--- src/rtl/code_seq_lock.sv ---
// Code-sequence lock: matches a stream of codes against a programmable reference
// sequence, with inter-code timeout, consecutive-failure counting and timed lockout.
//
// state | meaning
// IDLE  | waiting for the first code, reference table writable
// MATCH | partway through an attempt, inter-code timer running
// GRANT | one-cycle accept pulse
// FAIL  | one-cycle reject pulse, failure count bumped
// LOCK  | lockout, all codes ignored until the lock timer expires
module code_seq_lock #(
    parameter int CODE_W   = 8,
    parameter int SEQ_LEN  = 4,
    parameter int MAX_FAIL = 3,
    parameter int TIMEOUT  = 255,
    parameter int LOCK_CYC = 1023,
    localparam int AW      = (SEQ_LEN > 1) ? $clog2(SEQ_LEN) : 1,
    localparam int PW      = $clog2(SEQ_LEN + 1)
) (
    input  logic              clk,
    input  logic              res,
    input  logic              valid,
    input  logic [CODE_W-1:0] entrada,
    input  logic              prog_we,
    input  logic [AW-1:0]     prog_addr,
    input  logic [CODE_W-1:0] prog_data,
    output logic [3:0]        saida,
    output logic              grant,
    output logic              fail,
    output logic              locked,
    output logic [3:0]        fail_cnt,
    output logic [PW-1:0]     pos
);

    localparam logic [3:0] S_IDLE  = 4'b0000;
    localparam logic [3:0] S_MATCH = 4'b0001;
    localparam logic [3:0] S_GRANT = 4'b1001;
    localparam logic [3:0] S_FAIL  = 4'b1000;
    localparam logic [3:0] S_LOCK  = 4'b1010;

    // One down-counter serves both the inter-code timeout and the lockout.
    localparam int TMAX = (TIMEOUT > LOCK_CYC) ? TIMEOUT : LOCK_CYC;
    localparam int TW   = $clog2(TMAX + 1);

    localparam logic [TW-1:0] TO_LOAD   = TW'(TIMEOUT - 1);
    localparam logic [TW-1:0] LOCK_LOAD = TW'(LOCK_CYC - 1);
    localparam logic [PW-1:0] SEQ_END   = PW'(SEQ_LEN);
    localparam logic [AW:0]   ADDR_LIM  = (AW + 1)'(SEQ_LEN);
    localparam logic [3:0]    FAIL_LIM  = 4'(MAX_FAIL);

    logic [3:0]        state;
    logic [3:0]        state_nxt;
    logic [PW-1:0]     pos_nxt;
    logic [PW-1:0]     pos_inc;
    logic [3:0]        fcnt_nxt;
    logic [3:0]        fcnt_inc;
    logic [TW-1:0]     tmr;
    logic [TW-1:0]     tmr_nxt;
    logic [CODE_W-1:0] cur_ref;
    logic              wr_ok;
    logic [CODE_W-1:0] ref_mem [SEQ_LEN];

    assign saida    = state;
    assign pos_inc  = pos + PW'(1);
    assign fcnt_inc = (fail_cnt == 4'hF) ? 4'hF : fail_cnt + 4'd1;
    assign cur_ref  = ref_mem[pos[AW-1:0]];
    assign wr_ok    = prog_we && (state == S_IDLE) && ({1'b0, prog_addr} < ADDR_LIM);

    always_comb begin
        state_nxt = state;
        pos_nxt   = pos;
        fcnt_nxt  = fail_cnt;
        tmr_nxt   = tmr;
        case (state)
            S_IDLE, S_MATCH: begin
                if (valid) begin
                    if (entrada == cur_ref) begin
                        if (pos_inc == SEQ_END) begin
                            state_nxt = S_GRANT;
                            pos_nxt   = '0;
                            fcnt_nxt  = '0;
                            tmr_nxt   = '0;
                        end else begin
                            state_nxt = S_MATCH;
                            pos_nxt   = pos_inc;
                            tmr_nxt   = TO_LOAD;
                        end
                    end else begin
                        state_nxt = S_FAIL;
                        pos_nxt   = '0;
                        fcnt_nxt  = fcnt_inc;
                        tmr_nxt   = '0;
                    end
                end else if (state == S_MATCH) begin
                    if (tmr == '0) begin
                        state_nxt = S_FAIL;
                        pos_nxt   = '0;
                        fcnt_nxt  = fcnt_inc;
                    end else begin
                        tmr_nxt = tmr - TW'(1);
                    end
                end
            end
            S_GRANT: state_nxt = S_IDLE;
            S_FAIL: begin
                if (fail_cnt >= FAIL_LIM) begin
                    state_nxt = S_LOCK;
                    tmr_nxt   = LOCK_LOAD;
                end else begin
                    state_nxt = S_IDLE;
                end
            end
            S_LOCK: begin
                if (tmr == '0) begin
                    state_nxt = S_IDLE;
                    fcnt_nxt  = '0;
                end else begin
                    tmr_nxt = tmr - TW'(1);
                end
            end
            default: begin
                state_nxt = S_IDLE;
                pos_nxt   = '0;
                tmr_nxt   = '0;
            end
        endcase
    end

    always_ff @(posedge clk) begin
        if (res) begin
            state    <= S_IDLE;
            pos      <= '0;
            fail_cnt <= '0;
            tmr      <= '0;
            grant    <= 1'b0;
            fail     <= 1'b0;
            locked   <= 1'b0;
            for (int i = 0; i < SEQ_LEN; i++) ref_mem[i] <= '0;
        end else begin
            state    <= state_nxt;
            pos      <= pos_nxt;
            fail_cnt <= fcnt_nxt;
            tmr      <= tmr_nxt;
            grant    <= (state_nxt == S_GRANT);
            fail     <= (state_nxt == S_FAIL);
            locked   <= (state_nxt == S_LOCK);
            // Compare above used the old entry; the write lands for the next cycle.
            if (wr_ok) ref_mem[prog_addr] <= prog_data;
        end
    end

endmodule

--- config.mk ---
export PLATFORM = sky130hd
export DESIGN_NAME = code_seq_lock
export DESIGN_NICKNAME = d
export VERILOG_FILES = /design/src/rtl/code_seq_lock.sv
export SDC_FILE = /design/constraint.sdc
export NUM_CORES = 1
export LEC_CHECK = 0
export CAP_MARGIN = 25
export CORE_MARGIN = 3
export CORE_UTILIZATION = 50
export DETAILED_ROUTE_END_ITERATION = 7
export PLACE_DENSITY = 0.73
export SLEW_MARGIN = 20
export SYNTH_ARGS = -nofsm -noshare
export SYNTH_HDL_FRONTEND = slang
export SYNTH_SLANG_ARGS = --single-unit
--- constraint.sdc ---
create_clock -name clk -period 5.25 [get_ports clk]
set_clock_uncertainty 0.2 [all_clocks]
set_input_delay 0.7875 -clock clk [delete_from_list [all_inputs] [get_ports clk]]
set_output_delay 0.7875 -clock clk [all_outputs]
set_load 0.01 [all_outputs]
==> results by group, run 1 <==
Run status
  • Outcome: completed

Clocking
  • CTS buffer count: 9
  • Level count of the clock H-tree: 3
  • Clk sinks: 58
  • Cell at the root of the clock tree: clkbuf_8
  • Bufs on Longest Clock Path: 2
  • Post-CTS Repair Setup Buffers: 0
  • Skew-Pair Late Insertion Delay: 0.33 ns
  • CTS clk-pin slew, worst paths: 0.06 ns
  • Total of cells resized after clock tree synthesis: 0
  • Hold buffers post-CTS: 0
  • Clock tree from TritonCTS: done

Global route
  • Largest net degree at the start of global routing: 24
  • Global-route wire length before repair: 10790 um
  • Total grt overflow: 0
  • Vias in the first global route: 2183
  • Initial antenna violation count: 0
  • GRT Resource Usage Total: 19.65%

Routing
  • Detailed-routed wire length on met2: 2964 um
  • Via density per instance: 5.919
  • Max layer used: met4
  • Routed metal-1 wire length: 2878 um
  • Final antenna-violating net count: 0
  • Routed via count: 2350
  • Routed wire length: 6412 um
  • 1st-iter DRT viols: 211
  • Met3 layer wire length in the routed design: 507 um
  • Final routed DRC violation total: 0
  • Detailed Routing Iterations Pass 1: 5
  • Routed length per placed instance: 16.15 um

Timing
  • Pins over their slew limit: 0
  • Hold Slack: 0.2790 ns
  • Time the worst path needs with I/O delays and setup: 2.924 ns
  • Final hold vios: 0
  • Measured slew at the worst slew-check pin: 0.9418 ns
  • Final setup vio count: 0
  • Headroom to the max-slew limit: 37.08%
  • Setup repair after global routing missed its margin: false
  • FMAX: 342.0 MHz
  • Period utilization: 55.70%
  • Setup_tns: 0 ns

Synthesis
  • Top cell types by occurrence after synthesis: and2_1, edfxtp_1, dfxtp_1, nand2_1, nor2_1
  • Largest area contributor in the synthesized netlist: edfxtp_1
  • Register area share after synthesis: 48.97%
  • Synthesized net count: 311
  • Number of synthesized flops with an enable pin: 32
  • Primary FF master, synth: edfxtp_1
  • Post-Synthesis Mean Instance Area: 10.65 sq um
  • Number of warnings issued by yosys: 0
  • Share of synthesized flip-flops with an asynchronous set or reset: 0%
  • Post-synthesis instance area: 0.003025 sq mm
  • Most frequently used cell type in the post-synthesis netlist: and2_1
  • Area fraction of the dominant cell type after synthesis: 31.76%
  • Post-synthesis sequential element count: 58
  • Distinct cell type count after synthesis: 51
  • Cells after synthesis: 284
  • Cell types with the largest area share after synthesis: edfxtp_1, dfxtp_1, and2_1

Place
  • Weighted congestion reported at the end of routability-driven placement: 0.8445
  • HPWL after DPL: 4616 um
  • Count of input and output buffers: 35

Layout
  • Layout overhead on the synthesized area: 21.42%
  • Number of diodes: 0
  • Share of layout cells above drive strength 1: 11.08%
  • Number of nets in the finished design: 347

Die
  • Width of the die: 83.79 um
  • Std-Cell Rows: 27
  • # IOs: 36
  • Initial cell density of the core: 53.31%
  • Die boundary height: 83.79 um
  • Die footprint: 0.007020 sq mm
  • Placeable core region: 0.005675 sq mm

Worst setup path
  • Critical path class: in -> reg
  • Worst setup SP type: primary input
  • Crit path required time: 5.08 ns
  • Arrival time worst endpoint: 2.75 ns
  • Endpoint class of the critical path: flop
  • Peak fanout along the critical path: 23

Hold path
  • Min-delay worst type: reg -> reg

Run
  • Max Cap Viol: 0

Pwr
  • Cell area power density: 305.6 mW/mm^2
  • Worst ir drop on vdd: 156.9 uV
  • Leakage: 0.001347 uW
per-stage QoR:
stage	util (%)	std cells	setup slack (ns)	total power [uW]	cell area (sq um)
detailed placement	60.25	381	1.724	628.1	3420
CTS	64.51	397	2.074	1130	3661
global placement	60.25	381	1.883	626.8	3420
floorplan	-	284	2.833	585.3	3025
finish	64.73	397	2.326	1123	3674
global route	64.73	397	2.116	1166	3674
cells in the final DEF, fill, tap and decap left out, types with 2 or more instances in the layout:
cell and count:
a211oi_1 3, a21o_1 2, a21oi_1 10, a41oi_1 3
and2_1 33, and3_1 4, and3b_1 2, bufinv_16 3
clkbuf_8 10, clkdlybuf4s50_1 35, clkinv_2 2, dfxtp_1 26
edfxtp_1 32, ha_1 5, inv_1 9, mux2i_1 3
mux4_2 8, nand2_1 20, nand2b_1 4, nand3_1 5
nand4_1 5, nor2_1 16, nor2b_1 4, nor3_1 10
nor3_2 2, nor4_1 8, o211ai_1 2, o21a_1 2
o21ai_0 13, o21ai_1 6, o21bai_1 2, o2bb2a_4 2
o31ai_1 3, or2_2 2, or3_1 3, xnor2_1 8
path summary, 6_finish.rpt:
| path | start | to | slack, ns | depth (start not counted) |
|---|---|---|---|---|
| worst min-delay path | tmr[4] | tmr[4] | 0.28 | 2 |
| worst max-delay path | res | ref_mem[0][2] | 2.33 | 3 |
| worst max register to register | flop | fail_cnt[3] | 2.37 | 6 |
| worst min register to register | tmr[4] | tmr[4] | 0.28 | 2 |
flip-flops by register name (all words and copies together), names as in the netlist, named ones only:
name and count:
ref_mem 32, locked 1, grant 1, fail 1, saida 4, fail_cnt 4
tmr 10, pos 3
power breakdown:
part | internal (uW) | switching, uW | total (uW)
Combinational | 49.6 | 66.7 | 116
Clock | 325 | 176 | 501
Sequential | 495 | 10.4 | 505
logic make-up (layout without fill, tap and decap cells):
family,Yosys count,after routing,share of synthesized area [%]
AO/OA/AOI/OAI,56,56,13.03
XOR/XNOR,8,8,2.316
adder cells (fa/ha/maj),5,5,2.068
buffers and inverters,19,60,2.647
flip-flops,58,58,48.97
multiplexers,11,11,6.948
other,1,1,0.1240
AND/OR/NAND/NOR,126,126,23.90
per-layer routing:
metal  up-vias  track usage (%)
li1       1123                -
met3         7            6.318
met2        92            30.80
met1      1128            26.14
met4         0            5.702
met5         -                0
worst max-delay path, stage by stage:
cell             delay, ns
clkdlybuf4s50_1       0.85
nor4_2                0.76
or2_2                 0.34
area by class of cell:
cell class	instances	area (sq um)
Clock buffer	10	137.6
Multi-Input combinational cell	207	1476
Fill cell	455	2002
Sequential cell	58	1481
Clock inverter	6	103.9
Timing Repair Buffer	35	350.3
Tap cell	72	90.09
Inverter	9	33.78
No activity file was read; power rests on OpenSTA's default activity.
==> run 2: changes to the inputs <==
==> constraint.sdc (replaced) <==
create_clock -name clk -period 2.9 [get_ports clk]
set_clock_uncertainty 0.2 [all_clocks]
set_input_delay 0.435 -clock clk [delete_from_list [all_inputs] [get_ports clk]]
set_output_delay 0.435 -clock clk [all_outputs]
set_load 0.01 [all_outputs]
==> run 2 against run 1 <==
Against the previous run: count of clock-buffer cells in the layout increased by 1; routed wire length increased by 5.8%; final area decreased by 0.92%; non-clock buffer count increased by 9; sequential power increased by 81%; utilization decreased by 0.60 points; sequential share of layout area increased by 0.37 points; register-to-register slack got worse by 2.1 ns; global-route usage increased by 0.67 points; worst setup slack got worse by 2.1 ns; critical endpoint is now fail_cnt[3]; via count increased by 2.9%.
==> results by group, run 2 (synthesis gave the netlist of run 1 again) <==
Run status
  • Outcome: completed

Pwr
  • Internal power: 1293 uW
  • Net load switching power: 440.9 uW
  • Cell area power density: 476.4 mW/mm^2
  • Clock Power Share: 34.6%
  • Combinational fraction of design power: 12.7%
  • Power share of the sequential group: 52.7%
  • Leakage: 0.001346 uW
  • Worst ir drop on vdd: 243.7 uV
  • Switching power share of the total: 25.43%

Routing
  • 1st-iter DRT viols: 204
  • Final antenna-violating net count: 0
  • Routed length per placed instance: 16.70 um
  • Routed wire length: 6781 um
  • Via density per instance: 5.953
  • Final routed DRC violation total: 0
  • Routed via count: 2417
  • Detailed Routing Iterations Pass 1: 4

Worst setup path
  • Worst setup SP type: flop
  • Crit path required time: 2.94 ns
  • Peak fanout along the critical path: 8
  • Critical path class: reg -> reg
  • Slowest cell on the critical path: mux4_2
  • Arrival time worst endpoint: 2.70 ns
  • Endpoint class of the critical path: flop
  • Stage delay of the slowest cell on the critical path: 0.54 ns
  • Bufs and invs on worst path: 1
  • Top cell family by delay on the critical path: simple AND/OR/NAND/NOR gates
  • Cell chain of the critical path: buf_4 > mux4_2 > xnor2_1 > nand4_1 > nor3_2 > nor4_1 > o2bb2a_4

Layout
  • Number of nets in the finished design: 356
  • Area used by multi-input combinational logic: 0.001464 sq mm
  • Max FFs per register: 32
  • Final-layout fill cell count: 461
  • Share of the core filled with cells in the final layout: 64.13%
  • Layout overhead on the synthesized area: 20.31%
  • Commonest non-fill, non-tap cell in the layout: clkdlybuf4s50_1
  • Seq. cell area: 0.001481 sq mm
  • Largest registers ranked by flip-flop count: ref_mem (32), tmr (10)
  • Top library cells by usage in the layout, fill and taps aside: clkdlybuf4s50_1, and2_1, edfxtp_1, dfxtp_1, nand2_1
  • Register with the most flip-flops: ref_mem
  • Share of layout cells above drive strength 1: 11.68%
  • Number of diodes: 0

Global route
  • Initial antenna violation count: 0
  • Global-route wire length before repair: 11260 um
  • Largest net degree at the start of global routing: 13
  • Vias in the first global route: 2321
  • Met1 Track Usage GR: 28.17%
  • GRT Resource Usage Total: 20.32%
  • Global-route track usage on met3: 4.442%
  • Total grt overflow: 0
  • Met2 routing resource usage after global routing: 30.22%
  • Most congested layer reported by global routing: met2

Die
  • Initial cell density of the core: 53.31%
  • Die footprint: 0.007020 sq mm
  • Die boundary height: 83.79 um
  • Placeable core region: 0.005675 sq mm
  • # IOs: 36
  • Width of the die: 83.79 um
  • Std-Cell Rows: 27

Timing
  • Measured slew at the worst slew-check pin: 0.9021 ns
  • Setup_tns: 0 ns
  • Setup repair after global routing missed its margin: false
  • FMAX: 375.3 MHz
  • Pins over their slew limit: 0
  • Time the worst path needs with I/O delays and setup: 2.664 ns
  • Headroom to the max-slew limit: 39.39%
  • Final setup vio count: 0
  • Period utilization: 91.87%
  • Final hold vios: 0

Run
  • Max Cap Viol: 0

Clocking
  • Level count of the clock H-tree: 3
  • Skew-Pair Late Insertion Delay: 0.34 ns
  • Clock tree from TritonCTS: done
  • CTS buffer count: 9
  • CTS clk-pin slew, worst paths: 0.07 ns
  • Total of cells resized after clock tree synthesis: 0
  • Clk sinks: 58
  • Hold buffers post-CTS: 0
  • Cell at the root of the clock tree: clkbuf_8
  • Bufs on Longest Clock Path: 2
  • Post-CTS Repair Setup Buffers: 0

Place
  • Weighted congestion reported at the end of routability-driven placement: 0.8862
  • Count of input and output buffers: 35
  • HPWL after DPL: 4853 um

Hold path
  • Min-delay worst type: reg -> reg
run 2: cell count changes in the layout (fill, tap and decap cells not counted), sizes merged:
| cell | change |
|---|---|
| clkinv | +2 |
| clkbuf | +1 |
| bufinv | -3 |
| buf | +9 |
run 2: cell type report:
class	count	share of cell area [%]
sequential	58	40.70
multi-input combinational	207	40.22
timing repair buffer	44	11.48
clock buffer	11	3.609
tap	72	2.475
inverter	9	0.9282
clock inverter	5	0.5844
run 2: final timing paths:
| kind | start | end | slack [ns] | cells past startpoint |
|---|---|---|---|---|
| max | flop | fail_cnt[3] | 0.24 | 7 |
| min | tmr[4] | tmr[4] | 0.28 | 2 |
| max reg2reg | flop | fail_cnt[3] | 0.24 | 7 |
| min reg2reg | tmr[4] | tmr[4] | 0.28 | 2 |
run 2: power by group through the flow:
stage	combinational (uW)	sequential (uW)	clock, uW
after global routing	241	917	646
after detailed placement	216	932	0
after CTS	218	914	608
after floorplan	134	925	0
after global placement	214	931	0
final	220	914	600
run 2: layer usage:
metal / part of all wire, % / routed length, um
met1: 45 / 3050
met2: 47 / 3200
met3: 6.0 / 404
met4: 1.9 / 126
met5: 0 / 0
run 2: worst min-delay path, cell delays in order, from the launching register on:
cell,delay (ns)
dfxtp_1,0.33
nand2_1,0.06
nand2_1,0.05
run 2: per-stage QoR:
stage / std cells / power, uW / hold slack, ns / cell area, sq um / setup slack (ns)
after global placement: 390 / 1145 / 0.2583 / 3487 / 0.3554
after floorplan: 284 / 1060 / 0.2458 / 3025 / 0.4825
after detailed placement: 390 / 1148 / 0.2713 / 3487 / 0.2768
final: 406 / 1734 / 0.2806 / 3640 / 0.2356
after global routing: 406 / 1805 / 0.3354 / 3640 / 0.06879
after CTS: 406 / 1741 / 0.2803 / 3640 / 0.2528
==> run 3: changes to the inputs <==
--- a/config.mk
+++ b/config.mk
@@ -9,7 +9,7 @@
 export CORE_MARGIN = 3
 export CORE_UTILIZATION = 50
 export DETAILED_ROUTE_END_ITERATION = 7
-export PLACE_DENSITY = 0.73
+export PLACE_DENSITY = 0.72
 export SLEW_MARGIN = 20
 export SYNTH_ARGS = -nofsm -noshare
 export SYNTH_HDL_FRONTEND = slang
==> run 3 against run 2 <==
Against the previous run: largest power group unchanged; hold slack improved by 0.0011 ns; die area did not move; largest cell class unchanged; clock power rose by 19%; via count fell by 2.1%.
==> results by group, run 3 (synthesis gave the netlist of run 1 again) <==
Run status
  • Outcome: completed

Routing
  • 1st-iter DRT viols: 212
  • Via density per instance: 5.813
  • Final routed DRC violation total: 0
  • Routed wire length: 6759 um
  • Routed via count: 2366
  • Routed length per placed instance: 16.61 um
  • Detailed Routing Iterations Pass 1: 5
  • Final antenna-violating net count: 0

Place
  • Weighted congestion reported at the end of routability-driven placement: 0.8845
  • Instance count after placement with tap cells included: 391
  • Post-Place Cell Area: 0.003495 sq mm
  • Setup WS pre-CTS: 0.2479 ns
  • HPWL after DPL: 4919 um
  • Count of input and output buffers: 35

Die
  • Die boundary height: 83.79 um
  • Std-Cell Rows: 27
  • Die footprint: 0.007020 sq mm
  • Placeable core region: 0.005675 sq mm
  • Initial cell density of the core: 53.31%
  • Width of the die: 83.79 um
  • # IOs: 36

Global route
  • GRT Resource Usage Total: 20.23%
  • Total grt overflow: 0
  • Vias in the first global route: 2251
  • Largest net degree at the start of global routing: 23
  • Initial antenna violation count: 0
  • Global-route wire length before repair: 11200 um

Pwr
  • Switching power share of the total: 24.32%
  • Cell area power density: 501.9 mW/mm^2
  • Net load switching power: 450.2 uW
  • Power share of the sequential group: 49.4%
  • Worst ir drop on vdd: 282.6 uV
  • Combinational fraction of design power: 11.9%
  • Total Power Consumption: 1851 uW
  • Clock Power Share: 38.7%
  • Leakage: 0.001374 uW
  • Internal power: 1401 uW

Hold path
  • Cell depth of the worst min-delay path: 2
  • Min-delay worst type: reg -> reg
  • Hold endpoint: tmr[4]
  • Hold wc startpoint: tmr[4]

Worst setup path
  • Critical path class: reg -> reg
  • Endpoint class of the critical path: flop
  • Number of cells traversed by the worst register-to-register path: 7
  • Worst setup SP type: flop
  • Crit path required time: 2.98 ns
  • Capturing point of the worst reg2reg path: fail_cnt[2]
  • Arrival time worst endpoint: 2.76 ns
  • FF-to-FF setup slack: 0.22 ns
  • Peak fanout along the critical path: 9

Layout
  • Area used by multi-input combinational logic: 0.001464 sq mm
  • Largest registers ranked by flip-flop count: ref_mem (32), tmr (10)
  • Final instance count without filler cells: 407
  • Seq. cell area: 0.001481 sq mm
  • Number of diodes: 0
  • Number of nets in the finished design: 357
  • Final-layout fill cell count: 456
  • Top library cells by usage in the layout, fill and taps aside: clkdlybuf4s50_1, and2_1, edfxtp_1, dfxtp_1, nand2_1
  • Cell area after layout: 0.003689 sq mm
  • Share of layout cells above drive strength 1: 12.84%
  • Commonest non-fill, non-tap cell in the layout: clkdlybuf4s50_1
  • Layout overhead on the synthesized area: 21.92%
  • Max FFs per register: 32
  • Register with the most flip-flops: ref_mem

Clocking
  • Cell at the root of the clock tree: clkbuf_8
  • Post-CTS Repair Setup Buffers: 0
  • Clock tree from TritonCTS: done
  • CTS clk-pin slew, worst paths: 0.07 ns
  • Skew-Pair Late Insertion Delay: 0.33 ns
  • Clk sinks: 58
  • Level count of the clock H-tree: 3
  • Bufs on Longest Clock Path: 2
  • CTS buffer count: 9
  • Hold buffers post-CTS: 0
  • Total of cells resized after clock tree synthesis: 0

Timing
  • Period utilization: 92.53%
  • Minimum setup slack in the final design: 0.2166 ns
  • Pins over their slew limit: 0
  • Measured slew at the worst slew-check pin: 0.7800 ns
  • Setup repair after global routing missed its margin: false
  • FMAX: 372.7 MHz
  • Final hold vios: 0
  • Time the worst path needs with I/O delays and setup: 2.683 ns
  • Headroom to the max-slew limit: 47.60%
  • Setup_tns: 0 ns
  • Final setup vio count: 0

Run
  • Max Cap Viol: 0
[run 3: cell count changes in the layout (fill, tap and decap cells not counted), sizes merged]
cell / before / now
buf: 9 / 10
clkinv: 5 / 2
clkbuf: 11 / 14
[run 3: worst max-delay path by stage]
stage                     startpoint  depth (start not counted)  slack [ns]            end
after global routing            flop                          7        0.07    fail_cnt[2]
after floorplan             saida[1]                          5        0.48  ref_mem[1][0]
after detailed placement        flop                          7        0.25    fail_cnt[2]
after global placement          flop                          7        0.31    fail_cnt[3]
after CTS                       flop                          7        0.22    fail_cnt[2]
final                           flop                          7        0.22    fail_cnt[2]
[run 3: area by class of cell]
class,instances,area share (%)
inverters,9,0.9159
well taps,72,2.442
multi-input cells,207,39.69
clock inverters,2,0.2714
flip-flops and latches,58,40.16
clock buffers,14,4.986
repair buffers,45,11.53
[run 3: power groups by stage]
stage / clock network (uW) / registers, uW / logic, uW
3_5_place_dp: 0 / 932 / 218
5_1_grt: 762 / 918 / 242
4_1_cts: 724 / 915 / 219
2_1_floorplan: 0 / 925 / 134
3_3_place_gp: 0 / 931 / 218
6_report: 716 / 915 / 221
[run 3: critical path: stages (launching register included)]
cell	delay, ns
dfxtp_1	0.34
buf_4	0.16
mux4_2	0.51
xnor2_1	0.24
nand4_1	0.30
nor3_4	0.50
o21bai_2	0.15
o2bb2a_4	0.21
[run 3: stage by stage]
step                      utilization [%]  hold WS (ns)
after global routing                64.99        0.3337
after detailed placement            61.57        0.2734
after CTS                           64.99        0.2811
after global placement              61.57        0.2628
final                               64.99        0.2817
after floorplan                         -        0.2458
[run 3: per-layer routing]
layer | track usage (%) | up-vias | wire length [um]
met5 | 0 | - | 0
met4 | 5.702 | 0 | 68
met3 | 4.738 | 7 | 409
met2 | 32.32 | 95 | 3215
met1 | 27.59 | 1116 | 3065
li1 | - | 1148 | -
